### config.mk
export PLATFORM = sky130hd
export DESIGN_NAME = sensor_fusion_scheduler
export DESIGN_NICKNAME = d
export VERILOG_FILES = /design/src/rtl/sensor_fusion_scheduler.sv
export SDC_FILE = /design/constraint.sdc
export NUM_CORES = 1
export LEC_CHECK = 0
export CORE_MARGIN = 2
export CORE_UTILIZATION = 39
export DETAILED_ROUTE_END_ITERATION = 8
export PLACE_DENSITY = 0.63
export SLEW_MARGIN = 20
export SYNTH_ARGS = -nofsm -noshare
export SYNTH_HDL_FRONTEND = slang
export SYNTH_SLANG_ARGS = --single-unit
### constraint.sdc
create_clock -name clk -period 3.5 [get_ports clk]
set_input_delay 0.525 -clock clk [delete_from_list [all_inputs] [get_ports clk]]
set_output_delay 0.525 -clock clk [all_outputs]
set_load 0.01 [all_outputs]
### src/rtl/sensor_fusion_scheduler.sv
// rtl/sensor_fusion_scheduler.sv - collects sensor frames and launches the fusion core
// Define SCHED_PERF_COUNTERS_EN to build the latency and frame_count registers.
module sensor_fusion_scheduler #(
  parameter int unsigned COLLECT_TIMEOUT = 1000,
  parameter int unsigned DONE_TIMEOUT    = 4096,
  parameter int unsigned MIN_SENSORS     = 2
) (
  input  logic        clk,
  input  logic        rst_n,
  input  logic [3:0]  sensor_valid,
  output logic [3:0]  sensor_ready,
  output logic        fusion_start,
  output logic [3:0]  fusion_mask,
  input  logic        fusion_done,
  input  logic        err_clear,
  output logic [3:0]  error_flags,
  output logic [31:0] latency,
  output logic [15:0] frame_count
);

  typedef enum logic [1:0] {IDLE, COLLECT, LAUNCH, WAIT_DONE} state_e;

  localparam logic [31:0] CT_LAST = 32'(COLLECT_TIMEOUT - 1);
  localparam logic [31:0] DT_LAST = 32'(DONE_TIMEOUT);
  localparam logic [2:0]  MIN_CNT = 3'(MIN_SENSORS);

  state_e      state_q, state_d;
  logic [3:0]  mask_q, mask_d;
  logic [31:0] timer_q, timer_d;
  logic [3:0]  err_q, err_d, err_set;
  logic [3:0]  capture, mask_next;
  logic [2:0]  mask_cnt;

  // Ready is gated by rst_n so every output reads 0 while reset is held.
  always_comb begin
    sensor_ready = 4'h0;
    if (rst_n && (state_q == IDLE || state_q == COLLECT)) sensor_ready = ~mask_q;
  end

  assign capture   = sensor_valid & sensor_ready;
  assign mask_next = mask_q | capture;
  assign mask_cnt  = 3'(mask_next[0]) + 3'(mask_next[1]) + 3'(mask_next[2]) + 3'(mask_next[3]);

  always_comb begin
    state_d = state_q;
    mask_d  = mask_q;
    timer_d = timer_q;
    err_set = 4'h0;
    case (state_q)
      IDLE: begin
        if (|capture) begin
          mask_d  = capture;
          timer_d = 32'd0;
          state_d = COLLECT;
        end
      end
      COLLECT: begin
        // Captures on the expiry edge are already folded into mask_next.
        mask_d  = mask_next;
        timer_d = timer_q + 32'd1;
        if (mask_next == 4'hF) begin
          state_d = LAUNCH;
        end else if (timer_q >= CT_LAST) begin
          if (mask_cnt >= MIN_CNT) begin
            state_d    = LAUNCH;
            err_set[0] = 1'b1;
          end else begin
            state_d    = IDLE;
            mask_d     = 4'h0;
            timer_d    = 32'd0;
            err_set[1] = 1'b1;
          end
        end
      end
      LAUNCH: begin
        state_d = WAIT_DONE;
        timer_d = 32'd1;
      end
      WAIT_DONE: begin
        if (fusion_done) begin
          state_d = IDLE;
          mask_d  = 4'h0;
          timer_d = 32'd0;
        end else if (timer_q >= DT_LAST) begin
          state_d    = IDLE;
          mask_d     = 4'h0;
          timer_d    = 32'd0;
          err_set[2] = 1'b1;
        end else if (timer_q != 32'hFFFF_FFFF) begin
          timer_d = timer_q + 32'd1;
        end
      end
      default: state_d = IDLE;
    endcase
    if (fusion_done && state_q != WAIT_DONE) err_set[3] = 1'b1;
    err_d = (err_clear ? 4'h0 : err_q) | err_set;
  end

  always_ff @(posedge clk or negedge rst_n) begin
    if (!rst_n) begin
      state_q <= IDLE;
      mask_q  <= 4'h0;
      timer_q <= 32'd0;
      err_q   <= 4'h0;
    end else begin
      state_q <= state_d;
      mask_q  <= mask_d;
      timer_q <= timer_d;
      err_q   <= err_d;
    end
  end

  assign fusion_start = (state_q == LAUNCH);
  assign fusion_mask  = (state_q == LAUNCH || state_q == WAIT_DONE) ? mask_q : 4'h0;
  assign error_flags  = err_q;

`ifdef SCHED_PERF_COUNTERS_EN
  logic [31:0] latency_q;
  logic [15:0] frame_count_q;

  // timer_q holds cycles since fusion_start while in WAIT_DONE.
  always_ff @(posedge clk or negedge rst_n) begin
    if (!rst_n) begin
      latency_q     <= 32'd0;
      frame_count_q <= 16'd0;
    end else if (state_q == WAIT_DONE && fusion_done) begin
      latency_q     <= timer_q;
      frame_count_q <= frame_count_q + 16'd1;
    end
  end

  assign latency     = latency_q;
  assign frame_count = frame_count_q;
`else
  assign latency     = 32'd0;
  assign frame_count = 16'd0;
`endif

endmodule
==> results by group <==
Status
  • Outcome: completed

Floorplanning
  • DIE AREA: 0.00801 sq mm
  • Core region area: 0.00718 sq mm
  • Boundary pin count: 69
  • Chip height: 89.5 um
  • Initial Util: 0.397
  • Die Wd: 89.5 um
  • FP Rows: 31

Power and ir drop
  • Total power: 1.99 mW
  • Leakage: 1.41 nW
  • VDD IR max: 0.000229 V
  • Power per Cell Area: 642 mW/mm^2

STA
  • Final Critical Period: 2.99 ns
  • Period Utilization, post-route: 0.853
  • Max-slew headroom: 0.578
  • RSZ-0062 raised after global routing: false
  • Final setup skew: 0.0113 ns
  • FMAX: 335 MHz
  • TNS Setup: 0 ns
  • Final number of setup-violating endpoints: 0
  • Hold Slack: 0.323 ns
  • Final Hold Viols: 0
  • Slew Viols, Final: 0
  • Slew @ Worst Pin: 0.634 ns

Clock network
  • CTS tree: done
  • Clock transition at the registers of the reported paths: 0.08 ns
  • Hold buffer count at cts: 0
  • Gates resized, CTS repair: 0
  • CTS Buf Count: 5
  • Setup Buffers After CTS: 0
  • CTS Buffer Depth: 2
  • Clk sinks: 42
  • # H-tree levels: 2
  • Clk_lat worst skew: 0.30 ns
  • Root Buffer: clkbuf_8

Yosys
  • Main synth FF type: dfrtp_1
  • Part of the Yosys area used for sequential elements: 0.369
  • Gate count after technology mapping: 340
  • Mapped Avg Cell Area: 8.39 sq um
  • EDFF count, synth: 0
  • Yosys synthesis warning count: 0
  • Cell variety after synth: 46
  • Top post-synthesis cells by count: 48 x buf_4, 42 x dfrtp_1, 28 x a21oi_1, 28 x nand2_1, 18 x nor2_1
  • Synth top area cells: dfrtp_1 37%, buf_4 13%, a21oi_1 4.9%
  • #FFs+latches synth: 42
  • Mapped cell area: 0.00285 sq mm
  • Asr flop ratio synth: 1.00
  • Post-synth top area cell: dfrtp_1
  • Synth top area share: 0.369
  • Count leader, synth: buf_4

Critical path
  • Crit Reg-Reg Startpoint: timer_q[17]
  • R2r endpoint: timer_q[13]
  • CP endpoint kind: flip-flop
  • Critical Path RT: 3.72 ns
  • WP data arrival: 3.20 ns
  • Maximum fanout along the worst path: 17
  • Reg2Reg Depth: 6
  • R2r setup slk: 0.51 ns
  • Critical Path Source Type: flip-flop
  • Setup CP Type: reg -> reg

Routing
  • 1st-pass router iterations: 4
  • Vias: 2321
  • Avg WL per Cell: 12.9 um
  • First DRT Iteration DRCs: 165
  • Antenna-violating nets left: 0
  • Final WL: 5.89 mm
  • Via-to-Cell Ratio: 5.07
  • DRC errors left: 0

Finish
  • Layout overhead on the synthesized area: 8.73%
  • Multi-input combinational cell area: 0.00149 sq mm
  • Nets: 371
  • Share of cells above drive strength 1: 0.0557
  • Storage cell area: 0.00105 sq mm
  • Inserted Diodes: 0
  • FILL cells: 725

Global route
  • Grt ovf: 0
  • Initial antenna violation count: 0
  • Vias in the first global route: 2104
  • Largest net degree at the start of global routing: 46
  • First-pass GRT wire length: 10.1 mm
  • Total Routing Usage GR: 0.162

Job
  • Max-Cap Viols: 0

Min path
  • Path type of the worst min-delay path: in -> async

Placed design
  • Gpl congestion: 0.824
  • Post-DP HPWL: 4.11 mm
  • PortBufs: 20
==> kinds of logic after synthesis <==
group | share of synthesized area
and+or+nand+nor | 0.227
AOI/OAI and AO/OA | 0.194
buffers and inverters | 0.173
DFF | 0.369
adders and majority gates | 0.0202
xor gates and xnor gates | 0.00922
muxes | 0.00702
other | 0.00132
==> where the power goes <==
part / leakage (nW) / total [mW] / internal (mW) / switching [mW]
Clock: 0.0573 / 0.395 / 0.228 / 0.166
Combinational: 0.781 / 0.980 / 0.389 / 0.591
Sequential: 0.572 / 0.616 / 0.539 / 0.0775
Total: 1.41 / 1.99 / 1.16 / 0.835
==> final cells by class <==
type	instances	share of cell area
clock buffers	6	0.0266
inverters	15	0.0182
multi-input cells	267	0.480
well taps	99	0.0400
clock inverters	1	0.00969
flip-flops and latches	42	0.339
repair buffers	28	0.0864
==> worst max-delay path: stages, from the launching register on <==
cell and delay [ns]:
dfrtp_1 0.45, or4_1 0.55, or3_4 0.43, or4_1 0.56, and3_1 0.39, or3_1 0.42
o21ai_1 0.09
==> per-layer routing <==
| metal | global-route usage | vias up | share of wire |
|---|---|---|---|
| li1 | - | 1145 | - |
| met1 | 0.222 | 1097 | 0.47 |
| met2 | 0.263 | 74 | 0.47 |
| met3 | 0.0314 | 5 | 0.048 |
| met4 | 0.0448 | 0 | 0.010 |
| met5 | 0 | - | 0 |
==> worst max-delay path by stage <==
stage	from	end	slack (ns)
finish	timer_q[17]	timer_q[13]	0.51
global route	flip-flop	timer_q[30]	0.28
CTS	timer_q[17]	timer_q[13]	0.50
detailed placement	sensor_valid[0]	timer_q[30]	0.35
global placement	sensor_valid[0]	timer_q[30]	0.36
floorplan	timer_q[17]	timer_q[18]	0.85
==> cell usage in the layout, fill, tap and decap left out, types with 4 or more instances in the layout <==
cell,count
a21oi_1,28
clkbuf_8,6
nand2_1,28
nor2_1,18
or3_1,5
inv_1,15
a22o_1,7
or4_1,4
buf_4,7
conb_1,48
and2_1,9
nor2b_1,5
nand3_1,14
nand2b_1,5
o21ai_0,9
and4_1,4
o21ai_1,7
a21o_1,5
nand4_1,8
and3_1,7
a31oi_1,12
clkdlybuf4s50_1,19
nor3_1,6
nor4_1,4
dfrtp_1,42
==> registers in the layout, indices dropped and copies added (netlist names), named ones only <==
register and flops:
timer_q 32, state_q 1, mask_q 4, error_flags 4
==> stage by stage <==
step | utilization | setup slack [ns] | std cells | area, sq um
2_1_floorplan | - | 0.855 | 387 | 3030
3_3_place_gp | 0.416 | 0.363 | 451 | 2990
3_5_place_dp | 0.416 | 0.352 | 451 | 2990
4_1_cts | 0.432 | 0.495 | 458 | 3100
5_1_grt | 0.432 | 0.283 | 458 | 3100
6_report | 0.432 | 0.513 | 458 | 3100
Power figures use the tool's default switching activity.
